[config.mk]
export PLATFORM = sky130hd
export DESIGN_NAME = reg_loader_flat
export DESIGN_NICKNAME = d
export VERILOG_FILES = /design/src/rtl/reg_loader_pkg.sv /design/src/rtl/reg_loader_if.sv /design/src/rtl/reg_val.sv /design/src/rtl/reg_loader.sv /design/src/flat_wrapper.sv
export SDC_FILE = /design/constraint.sdc
export NUM_CORES = 1
export LEC_CHECK = 0
export CELL_PAD_IN_SITES_DETAIL_PLACEMENT = 0
export CELL_PAD_IN_SITES_GLOBAL_PLACEMENT = 1
export CORE_AREA = 5 5 67 69
export CTS_CLUSTER_SIZE = 30
export DETAILED_ROUTE_END_ITERATION = 8
export DIE_AREA = 0 0 72 74
export MAX_ROUTING_LAYER = met4
export PLACE_DENSITY_LB_ADDON = 0.1
export REMOVE_ABC_BUFFERS = 1
export SLEW_MARGIN = 5
export SYNTH_ARGS = -nofsm -noshare
export SYNTH_HDL_FRONTEND = slang
export SYNTH_SLANG_ARGS = --single-unit
[constraint.sdc]
create_clock -name clk -period 1.6 [get_ports clk]
set_input_delay 0.32 -clock clk [delete_from_list [all_inputs] [get_ports clk]]
set_output_delay 0.32 -clock clk [all_outputs]
set_load 0.005 [all_outputs]
[src/rtl/reg_loader_pkg.sv]
// rtl/reg_loader_pkg.sv - state encoding and fixed widths shared by the reg_loader files
package reg_loader_pkg;

  // Gap counter width; GAP parameter values are limited to 0..255
  localparam int GAP_CNT_W = 8;

  // Transfer FSM states
  typedef enum logic [1:0] {
    ST_IDLE  = 2'd0,
    ST_LOAD  = 2'd1,
    ST_CHECK = 2'd2,
    ST_GAP   = 2'd3
  } state_e;

endpackage

[src/rtl/reg_loader_if.sv]
// rtl/reg_loader_if.sv - upstream word handshake plus reg_val load/readback bundle
interface reg_loader_if #(
  parameter int WIDTH = 8
);

  logic             in_valid;
  logic             in_ready;
  logic [WIDTH-1:0] in_data;
  logic             load;
  logic [WIDTH-1:0] data_in;
  logic [WIDTH-1:0] reg_q;

  // Loader side: consumes upstream words, drives reg_val, reads its output back
  modport master (
    input  in_valid,
    input  in_data,
    output in_ready,
    output load,
    output data_in,
    input  reg_q
  );

  // Environment side: producer plus the attached reg_val
  modport slave (
    output in_valid,
    output in_data,
    input  in_ready,
    input  load,
    input  data_in,
    output reg_q
  );

endinterface

[src/rtl/reg_val.sv]
// rtl/reg_val.sv - load-enabled register used as the loader's word hold stage
module reg_val #(
  parameter int WIDTH = 8
) (
  input  logic             clk,
  input  logic             rst_n,
  input  logic             load,
  input  logic [WIDTH-1:0] data_in,
  output logic [WIDTH-1:0] data_out
);

  logic [WIDTH-1:0] data_q;
  logic [WIDTH-1:0] data_d;

  // Capture a new word only when load is asserted, otherwise hold
  always_comb begin
    data_d = data_q;
    if (load) begin
      data_d = data_in;
    end
  end

  // Storage register
  always_ff @(posedge clk or negedge rst_n) begin
    if (!rst_n) begin
      data_q <= '0;
    end else begin
      data_q <= data_d;
    end
  end

  assign data_out = data_q;

endmodule

[src/rtl/reg_loader.sv]
// rtl/reg_loader.sv - write-side master that loads reg_val, reads it back and counts loads
module reg_loader
  import reg_loader_pkg::*;
#(
  parameter int WIDTH = 8,
  parameter int GAP   = 0,
  parameter int CNT_W = 8
) (
  input  logic             clk,
  input  logic             rst_n,
  reg_loader_if.master     bus,
  output logic             busy,
  output logic             err,
  output logic [CNT_W-1:0] load_cnt
);

  localparam logic [GAP_CNT_W-1:0] GAP_INIT = GAP_CNT_W'(GAP);
  localparam logic [GAP_CNT_W-1:0] GAP_LAST = GAP_CNT_W'(1);
  localparam logic [CNT_W-1:0]     CNT_MAX  = '1;
  localparam logic [CNT_W-1:0]     CNT_ONE  = CNT_W'(1);

  state_e                 state_q, state_d;
  logic                   load_q, load_d;
  logic                   err_q, err_d;
  logic [CNT_W-1:0]       cnt_q, cnt_d;
  logic [GAP_CNT_W-1:0]   gap_q, gap_d;
  logic                   accept;
  logic [WIDTH-1:0]       hold_q;

  // A word is taken only while idle; the hold stage keeps it for load and compare
  assign accept = (state_q == ST_IDLE) && bus.in_valid;

  reg_val #(
    .WIDTH (WIDTH)
  ) u_hold (
    .clk      (clk),
    .rst_n    (rst_n),
    .load     (accept),
    .data_in  (bus.in_data),
    .data_out (hold_q)
  );

  // Next-state, readback check, saturating load count, gap countdown
  always_comb begin
    state_d = state_q;
    err_d   = err_q;
    cnt_d   = cnt_q;
    gap_d   = gap_q;
    load_d  = 1'b0;
    case (state_q)
      ST_IDLE: begin
        if (bus.in_valid) begin
          state_d = ST_LOAD;
        end
      end
      ST_LOAD: begin
        state_d = ST_CHECK;
      end
      ST_CHECK: begin
        // reg_val captured the word on the edge that ended LOAD
        if (bus.reg_q != hold_q) begin
          err_d = 1'b1;
        end
        if (cnt_q != CNT_MAX) begin
          cnt_d = cnt_q + CNT_ONE;
        end
        if (GAP == 0) begin
          state_d = ST_IDLE;
        end else begin
          gap_d   = GAP_INIT;
          state_d = ST_GAP;
        end
      end
      ST_GAP: begin
        gap_d = gap_q - GAP_LAST;
        if (gap_q == GAP_LAST) begin
          state_d = ST_IDLE;
        end
      end
      default: begin
        state_d = ST_IDLE;
      end
    endcase
    // Registered strobe: high exactly for the cycle spent in LOAD
    load_d = (state_d == ST_LOAD);
  end

  // State and status registers; reset aborts any in-flight word
  always_ff @(posedge clk or negedge rst_n) begin
    if (!rst_n) begin
      state_q <= ST_IDLE;
      load_q  <= 1'b0;
      err_q   <= 1'b0;
      cnt_q   <= '0;
      gap_q   <= '0;
    end else begin
      state_q <= state_d;
      load_q  <= load_d;
      err_q   <= err_d;
      cnt_q   <= cnt_d;
      gap_q   <= gap_d;
    end
  end

  assign bus.in_ready = (state_q == ST_IDLE);
  assign bus.load     = load_q;
  assign bus.data_in  = hold_q;
  assign busy         = (state_q != ST_IDLE);
  assign err          = err_q;
  assign load_cnt     = cnt_q;

endmodule

[src/flat_wrapper.sv]
// flat-port wrapper written by rule: the top's interface ports become plain ports
module reg_loader_flat import reg_loader_pkg::*;
#(
  parameter int WIDTH = 8,
  parameter int GAP   = 0,
  parameter int CNT_W = 8
)
  (clk, rst_n, busy, err, load_cnt, bus_in_valid, bus_in_data, bus_in_ready, bus_load, bus_data_in, bus_reg_q);
  reg_loader_if #(.WIDTH(WIDTH)) bus_i ();
  input  logic clk;
  input  logic rst_n;
  output logic busy;
  output logic err;
  output logic [CNT_W-1:0] load_cnt;
  input wire logic [$bits(bus_i.in_valid)-1:0] bus_in_valid;
  input wire logic [$bits(bus_i.in_data)-1:0] bus_in_data;
  output wire logic [$bits(bus_i.in_ready)-1:0] bus_in_ready;
  output wire logic [$bits(bus_i.load)-1:0] bus_load;
  output wire logic [$bits(bus_i.data_in)-1:0] bus_data_in;
  input wire logic [$bits(bus_i.reg_q)-1:0] bus_reg_q;
  assign bus_i.in_valid = bus_in_valid;
  assign bus_i.in_data = bus_in_data;
  assign bus_in_ready = bus_i.in_ready;
  assign bus_load = bus_i.load;
  assign bus_data_in = bus_i.data_in;
  assign bus_i.reg_q = bus_reg_q;
  reg_loader #(.WIDTH(WIDTH), .GAP(GAP), .CNT_W(CNT_W)) u_core (.clk(clk), .rst_n(rst_n), .bus(bus_i), .busy(busy), .err(err), .load_cnt(load_cnt));
endmodule
==> results of run 1 <==
==> metrics by stage <==
stage               TNS [ns]  utilization, %
global placement           0            47.3
detailed placement         0            47.3
CTS                        0            49.7
finish                     0            51.1
global route         -0.0137            51.1
floorplan                  0               -
==> final cells by class <==
class / count / area (um^2)
inverters: 3 / 11.3
fillers: 389 / 1880
flip-flops and latches: 28 / 702
multi-input cells: 72 / 603
well taps: 50 / 62.6
repair buffers: 54 / 522
clock buffers: 3 / 41.3
clock inverters: 1 / 30.0
==> registers in the layout, summed over array words and instances, names as in the netlist <==
register                count
u_core.u_hold.data_out      8
u_core.load_cnt             8
u_core.gap_q                8
u_core.err                  1
u_core.state_q              2
u_core.bus.load             1
==> power groups by stage <==
stage | registers (mW) | clock network [mW] | logic (mW)
after floorplan | 1.33 | 0 | 0.622
after global placement | 1.32 | 0 | 1.42
after detailed placement | 1.33 | 0 | 1.44
after CTS | 1.32 | 0.571 | 1.49
after global routing | 1.36 | 0.602 | 1.69
final | 1.31 | 0.548 | 1.54
==> cell usage in the layout, fill, tap and decap left out, drive strengths merged, types with 2 or more instances in the layout <==
cell type and count:
clkdlybuf4s50 33, dfrtp 28, buf 16, mux2 12, xnor2 11, nand2 7, xor2 7, nor2 5
nor3 5, inv 3, nand2b 3, nand4 3, clkbuf 3, dlymetal6s2s 3, ha 3, nand3 2
o21ai 2, dlygate4sd2 2
==> cells in the mapped netlist <==
cell type / n / share of area [%]
nand2b_1: 3 / 1.4
and4_1: 1 / 0.67
and2_1: 1 / 0.48
nor2b_2: 1 / 0.67
mux2_2: 12 / 10
ha_1: 3 / 2.9
dfrtp_1: 28 / 54
nand3_1: 2 / 0.77
o21ai_0: 2 / 0.77
buf_2: 1 / 0.38
nand4_1: 3 / 1.4
nor3_2: 1 / 0.77
nor4b_4: 1 / 1.8
o21bai_1: 1 / 0.58
a21boi_1: 1 / 0.58
nor4_2: 1 / 0.96
nor3_1: 4 / 1.5
o2111a_1: 1 / 0.87
or4_4: 1 / 0.87
nor2_1: 5 / 1.4
inv_1: 3 / 0.87
and3_1: 1 / 0.48
or3_4: 1 / 0.87
a21oi_1: 1 / 0.38
nand2_1: 7 / 2.0
xor2_1: 7 / 4.7
xnor2_1: 11 / 7.4
==> how the worst max path moves through the flow <==
| stage | to | slack [ns] |
|---|---|---|
| after floorplan | u_core.load_cnt[1] | 0.07 |
| after detailed placement | u_core.u_hold.data_out[2] | 0.06 |
| after global routing | u_core.load_cnt[7] | -0.01 |
| final | load_cnt[5] | 0.06 |
| after CTS | load_cnt[0] | 0.02 |
| after global placement | u_core.u_hold.data_out[1] | 0.09 |
==> routing by layer <==
layer  vias up  GRT usage [%]
met5         -              -
li1        472              -
met4         0           3.76
met2        20           20.9
met3         5           3.92
met1       459           13.0
==> cell families (layout without fill, tap and decap cells) <==
group / Yosys count / count (layout) / share of synthesized area (%)
adders and majority gates: 3 / 3 / 2.89
xor gates and xnor gates: 18 / 18 / 12.1
DFF: 28 / 28 / 53.9
AOI/OAI and AO/OA: 6 / 6 / 3.18
muxes: 12 / 12 / 10.4
buffers and inverters: 4 / 61 / 1.25
and+or+nand+nor: 33 / 33 / 16.3
==> timing repair <==
action	4_1_cts	5_1_grt
buffers inserted	2	4
pin swaps	1	2
endpoints found under the setup margin	2	10
gates resized for setup	4	8
==> impl_metrics.csv, run 1 <==
group,metric,value,unit
status,status,"complete, no violations",
yosys,seq_area_frac_synth,53.9,%
worst_setup_path,rr_endpoint,"u_core.state_q[0]",
placed_design,dp_cells,201,
timing,timing.final.ws_setup,0.0618,ns
timing,hold_viol,0,
worst_setup_path,cp_max_fo,5,
worst_setup_path,crit_cells,1,
final_layout,fin_cells,211,
worst_setup_path,arrival,1.22,ns
floorplan,die_h,74,um
worst_setup_path,reg2reg_slack,0.08,ns
timing,setup_violations,0,
global_route,grt_pass1_vias,1087,
yosys,netlist_instances,104,
drt,drc,0,
global_route,overflow,0,
worst_setup_path,critical_path.cell_chain,"clkdlybuf4s50_1",
floorplan,die_area,0.00533,mm^2
power,p_clk_share,16.1,%
drt,dr.pass1.iters,4,
floorplan,die_w,72,um
min_path,hold_class,"in -> async",
job,max_cap_violations,0,
worst_setup_path,cp_slowest_stage_delay,0.52,ns
drt,viasPerCell,4.53,
floorplan,initial_core_util,33.7,%
worst_setup_path,path_buf_inv,1,
worst_setup_path,cp-end-kind,"output port",
floorplan,rows,23,
final_layout,layout.nets,184,
drt,ant_nets,0,
placed_design,placed_cell_area,0.00183,mm^2
clock_tree,htree_levels,1,
timing,worstMarginPinSlew,0.357,ns
power,p_total,3.40,mW
timing,period_share,96.1,%
clock_tree,cts_root_buffer,"clkbuf_8",
drt,wl_met1,1.17,mm
drt,wl,2.80,mm
power,power.density,1720,mW/mm^2
timing,grt_setup_unrepaired,"true",
global_route,grt_max_degree,29,
timing,holdWs,0.416,ns
floorplan,ios,39,
timing,slew_viol_final,0,
yosys,netlist_area,0.00130,mm^2
placed_design,numPortBuffers,38,
power,power.switching,1.05,mW
clock_tree,clock_latency,0.27,ns
drt,wl_per_cell,13.2,um
final_layout,syn_to_final_growth,51.7,%
power,power_frac_comb,45.2,%
worst_setup_path,critPathKind,"reg -> out",
clock_tree,cts.reportedPaths.clkPinSlew,0.09,ns
timing,skew,0.00785,ns
final_layout,final_cell_area,0.00197,mm^2
clock_tree,clockBufferDepth,2,
worst_setup_path,rr_startpoint,"u_core.gap_q[4]",
power,p_leak,0.874,nW
drt,vias,956,
global_route,grt_pass1_wl,4.80,mm
clock_tree,hold_buffers,0,
timing,fmax,650,MHz
timing,period_minus_slack,1.54,ns
placed_design,dp_hpwl,2.12,mm
worst_setup_path,r2r_cells,3,
drt,wl_met2,1.46,mm
yosys,avgSynthCellArea,12.5,um^2
drt,drtIter0Drc,12,
worst_setup_path,crit_required,1.28,ns
power,switching_share,30.9,%
drt,dr_wl_met3,126,um
clock_tree,cts.sinks,28,
power,intPower,2.35,mW
power,irDropWorstVdd,0.000906,V
drt,top_layer,"met4",
clock_tree,cts_buffers,3,
yosys,yosysWarningCount,0,
placed_design,dp_slack,0.0595,ns
worst_setup_path,cp_top_family,"buffers and inverters",
timing,slew-limit-headroom,76.2,%
floorplan,core_area,0.00386,mm^2
yosys,synth_cell_types,27,
final_layout,drive_gt1_share,26.7,%
clock_tree,cts_tree,"done",
worst_setup_path,critical-path-slowest-cell,"clkdlybuf4s50_1",
worst_setup_path,start_kind,"flop",
global_route,track_usage,12.0,%
power,pwr-share-seq,38.7,%
placed_design,routabilityCongestion,0.721,
worst_setup_path,startpoint,"u_core.load_cnt[5]",
yosys,ys_ff_latch,28,
global_route,antenna_found_initial,0,
final_layout,n_antenna_cell,0,
Power figures use the tool's default switching activity.
==> run 2, diff against run 1 <==
==> constraint.sdc (replaced) <==
create_clock -name clk -period 1.5 [get_ports clk]
set_input_delay 0.3 -clock clk [delete_from_list [all_inputs] [get_ports clk]]
set_output_delay 0.3 -clock clk [all_outputs]
set_load 0.005 [all_outputs]
==> run 2 against run 1 <==
  * Register-to-register slack worse by 0.06 ns
  * Hold slack worse by 0.023 ns
  * Total power is 9.5% higher
  * Largest power group unchanged
  * Clock skew is 0.0014 ns higher
  * Sequential power hardly changed
  * Largest cell class unchanged
  * Cell count is 8.5% higher
  * Non-clock buffer count is 18 higher
  * Global-route usage is 0.53 points higher
  * Highest routed layer unchanged
  * Routed wire length is 5.0% higher
==> impl_metrics.csv, run 2 (synthesis results as in run 1) <==
group,metric,value,unit
job,max_cap_violations,0,
clock_tree,clockBufferDepth,2,
floorplan,die_h,74,um
placed_design,dp_hpwl,2.16,mm
worst_setup_path,r2r_cells,5,
drt,vias,1034,
clock_tree,clock_latency,0.27,ns
clock_tree,cts_root_buffer,"clkbuf_8",
floorplan,core_area,0.00386,mm^2
final_layout,n_antenna_cell,0,
floorplan,ios,39,
global_route,grt_pass1_wl,5.04,mm
floorplan,die_w,72,um
final_layout,regArea,701,um^2
min_path,hold_class,"in -> async",
clock_tree,cts_tree,"done",
worst_setup_path,critPathKind,"reg -> reg",
worst_setup_path,startpoint,"u_core.state_q[0]",
floorplan,die_area,0.00533,mm^2
worst_setup_path,cp-end-kind,"flop",
drt,drtIter0Drc,32,
worst_setup_path,crit_end,"u_core.load_cnt[6]",
timing,worstMarginPinSlew,0.364,ns
global_route,overflow,0,
placed_design,numPortBuffers,38,
worst_setup_path,crit_required,1.67,ns
power,power.density,1760,mW/mm^2
drt,drc,0,
clock_tree,cts_buffers,3,
drt,dr.pass1.iters,2,
timing,period_minus_slack,1.48,ns
worst_setup_path,rr_startpoint,"u_core.state_q[0]",
drt,ant_nets,0,
timing,grt_setup_unrepaired,"true",
timing,period_share,98.9,%
global_route,antenna_found_initial,0,
final_layout,syn_to_final_growth,62.6,%
worst_setup_path,reg2reg_slack,0.02,ns
timing,slew-limit-headroom,75.7,%
final_layout,layout.nets,202,
drt,wl,2.94,mm
global_route,grt_max_degree,29,
timing,setup_tns,0,ns
global_route,grt_pass1_vias,1165,
placed_design,routabilityCongestion,0.742,
power,irDropWorstVdd,0.000864,V
final_layout,final_common_cell,"buf_4",
final_layout,drive_gt1_share,36.3,%
worst_setup_path,cp_max_fo,3,
clock_tree,cts.sinks,28,
worst_setup_path,arrival,1.65,ns
timing,fmax,674,MHz
status,status,"complete, no violations",
final_layout,fillCellCount,363,
power,p_leak,0.978,nW
timing,holdWs,0.392,ns
final_layout,layout_common_cells,"buf_4, dfrtp_1, clkdlybuf4s50_1",
final_layout,multi_input_area,631,um^2
timing,timing.final.ws_setup,0.0172,ns
timing,slew_viol_final,0,
worst_setup_path,start_kind,"flop",
floorplan,initial_core_util,33.7,%
drt,viasPerCell,4.52,
global_route,track_usage,12.5,%
clock_tree,htree_levels,1,
placed_design,dp_slack,-0.0171,ns
power,p_total,3.72,mW
floorplan,rows,23,
worst_setup_path,rr_endpoint,"u_core.load_cnt[6]",
timing,skew,0.00923,ns
clock_tree,cts.reportedPaths.clkPinSlew,0.10,ns
timing,setup_violations,0,
drt,wl_per_cell,12.8,um
timing,hold_viol,0,
[run 2: cell type report]
class | count | share of cell area, %
flip-flops and latches | 28 | 33.2
repair buffers | 72 | 30.9
multi-input cells | 72 | 29.8
well taps | 50 | 2.96
clock buffers | 4 | 2.61
inverters | 3 | 0.533
[run 2: worst min path at each step]
stage          cells past startpoint              end
2_1_floorplan                      0  u_core.bus.load
3_3_place_gp                       1  u_core.gap_q[5]
3_5_place_dp                       1       u_core.err
4_1_cts                            2  u_core.gap_q[6]
5_1_grt                            2  u_core.gap_q[6]
6_report                           2  u_core.gap_q[6]
[run 2: timing repair]
action | CTS | global route
hold endpoints to repair | 0 | 0
setup buffers | 14 | 4
pin swaps | 4 | 5
hold buffers | 0 | 0
gates resized for setup | 12 | 15
endpoints found under the setup margin | 16 | 19
gates cloned | 0 | 0
[run 2: metrics by stage]
step	std cells	util [%]	cell area (um^2)
6_report	229	54.8	2110
5_1_grt	229	54.8	2110
4_1_cts	225	53.0	2040
3_5_place_dp	207	48.5	1870
3_3_place_gp	207	48.5	1870
2_1_floorplan	103	-	1290
[run 2: worst max-delay path, stage by stage (launching register included)]
cell	delay [ns]
dfrtp_1	0.43
buf_6	0.14
nor2b_4	0.13
and4_4	0.22
and3_4	0.17
mux2_4	0.29
[run 2: report_power, final]
part	internal (mW)	total, mW	switching [mW]
registers	1.08	1.33	0.248
clock network	0.235	0.461	0.226
logic	1.23	1.93	0.698
[run 2: layer usage]
layer,part of all wire [%],global-route usage (%)
met5,0,-
met4,1.1,3.76
met3,3.1,2.97
met2,54,21.9
met1,42,14.2
==> run 3, diff against run 2 <==
--- a/config.mk
+++ b/config.mk
@@ -12,7 +12,7 @@
 export DETAILED_ROUTE_END_ITERATION = 8
 export DIE_AREA = 0 0 72 74
 export MAX_ROUTING_LAYER = met4
-export PLACE_DENSITY_LB_ADDON = 0.1
+export PLACE_DENSITY = 0.76
 export REMOVE_ABC_BUFFERS = 1
 export SLEW_MARGIN = 5
 export SYNTH_ARGS = -nofsm -noshare
==> run 3 against run 2 <==
  * The run now ends with negative setup slack left
  * First-iteration DRC count is 22% higher
  * Setup slack worse by 0.018 ns
  * Clock power is 12% lower
  * Utilization is 0.39 points higher
  * Largest cell class unchanged
  * Highest routed layer unchanged
==> impl_metrics.csv, run 3 (synthesis results as in run 1) <==
group,metric,value,unit
timing,worstMarginPinSlew,0.362,ns
worst_setup_path,start_kind,"flop",
global_route,track_usage,12.9,%
final_layout,final_common_cell,"buf_4",
drt,wl,3.07,mm
final_layout,syn_to_final_growth,63.7,%
clock_tree,cts_root_buffer,"clkbuf_8",
power,pwr-share-seq,35.6,%
timing,grt_setup_unrepaired,"true",
min_path,hold_class,"in -> async",
timing,period_minus_slack,1.50,ns
clock_tree,cts_buffers,3,
global_route,overflow,0,
worst_setup_path,cp_max_fo,5,
clock_tree,htree_levels,1,
timing,period_share,100,%
worst_setup_path,r2r_cells,5,
drt,vias,1056,
drt,dr.pass1.iters,4,
worst_setup_path,reg2reg_slack,-0.001,ns
worst_setup_path,critPathKind,"reg -> reg",
power,irDropWorstVdd,0.000880,V
timing,fmax,666,MHz
floorplan,rows,23,
worst_setup_path,rr_startpoint,"u_core.state_q[0]",
clock_tree,clock_latency,0.27,ns
status,violations,"negative setup slack",
floorplan,ios,39,
worst_setup_path,crit_required,1.66,ns
placed_design,dp_hpwl,2.19,mm
clock_tree,cts.sinks,28,
power,power.switching,1.22,mW
placed_design,numPortBuffers,38,
drt,drc,0,
timing,skew,0.00496,ns
drt,wl_per_cell,13.3,um
final_layout,final_cell_area,0.00213,mm^2
drt,ant_nets,0,
job,max_cap_violations,0,
clock_tree,cts_tree,"done",
clock_tree,hold_buffers,0,
final_layout,layout_common_cells,"buf_4, dfrtp_1, clkdlybuf4s50_1",
power,p_clk_share,10.8,%
timing,hold_viol,0,
floorplan,die_area,0.00533,mm^2
status,status,"finished with violations",
drt,viasPerCell,4.57,
global_route,grt_pass1_vias,1174,
global_route,antenna_found_initial,0,
final_layout,n_antenna_cell,0,
worst_setup_path,arrival,1.66,ns
floorplan,die_h,74,um
clock_tree,cts.reportedPaths.clkPinSlew,0.09,ns
timing,slew-limit-headroom,75.9,%
timing,timing.final.ws_setup,-0.00100,ns
final_layout,layout.nets,205,
timing,setup_violations,1,
floorplan,initial_core_util,33.7,%
final_layout,drive_gt1_share,38.1,%
drt,drtIter0Drc,39,
floorplan,die_w,72,um
placed_design,routabilityCongestion,0.816,
worst_setup_path,cp-end-kind,"flop",
clock_tree,clockBufferDepth,2,
final_layout,post-route-util,55.2,%
power,intPower,2.53,mW
placed_design,placed_cell_area,0.00189,mm^2
power,switching_share,32.4,%
timing,slew_viol_final,0,
global_route,grt_max_degree,29,
power,p_leak,0.992,nW
power,power_frac_comb,53.7,%
floorplan,core_area,0.00386,mm^2
power,power.density,1760,mW/mm^2
worst_setup_path,rr_endpoint,"u_core.load_cnt[6]",
global_route,grt_pass1_wl,5.24,mm
## run 3: cell type report
class	instances	area, um^2
Tap cell	50	62.6
Fill cell	356	1730
Timing Repair Buffer	75	677
Inverter	3	11.3
Multi-Input combinational cell	72	634
Sequential cell	28	702
Clock buffer	3	41.3
## run 3: critical path, cell delays in order, from the launching register on
cell	delay [ns]
dfrtp_2	0.44
buf_6	0.13
nor2b_4	0.14
and4_1	0.21
and3_4	0.18
mux2_4	0.29
## run 3: worst max-delay path by stage
stage	from	to	depth (start not counted)
global route	u_core.state_q[0]	u_core.load_cnt[6]	5
CTS	u_core.state_q[0]	u_core.load_cnt[6]	5
detailed placement	bus_in_valid	u_core.u_hold.data_out[2]	4
floorplan	u_core.load_cnt[0]	u_core.load_cnt[1]	5
finish	u_core.state_q[0]	u_core.load_cnt[6]	5
global placement	bus_in_valid	u_core.u_hold.data_out[0]	4
## run 3: what timing repair did
action / 4_1_cts / 5_1_grt
pin swaps: 0 / 4
endpoints found under the setup margin: 17 / 12
gates resized for setup: 13 / 14
buffers inserted: 13 / 6
## run 3: power groups by stage
stage	Sequential (mW)	Clock [mW]	Combinational, mW
2_1_floorplan	1.41	0	0.663
3_3_place_gp	1.39	0	1.59
3_5_place_dp	1.40	0	1.64
4_1_cts	1.34	0.413	1.91
5_1_grt	1.38	0.446	2.22
6_report	1.33	0.404	2.01
## run 3: through the flow
step                      hold WS, ns  setup slack, ns  power, mW   TNS, ns  cells
after global routing            0.434          -0.0521       4.05    -0.138    231
after floorplan               0.00441          -0.0312       2.08   -0.0312    103
after global placement          0.455           0.0140       2.98         0    209
final                           0.396         -0.00100       3.75  -0.00100    231
after detailed placement        0.464          -0.0178       3.03   -0.0799    209
after CTS                       0.411          -0.0353       3.66   -0.0353    225
## run 3: per-layer routing
| layer | wire, um | vias up | global-route usage [%] |
|---|---|---|---|
| met1 | 1390 | 510 | 16.2 |
| met3 | 128 | 2 | 2.43 |
| met2 | 1540 | 29 | 21.3 |
| li1 | - | 515 | - |
| met5 | 0 | - | - |
| met4 | 13 | 0 | 3.55 |
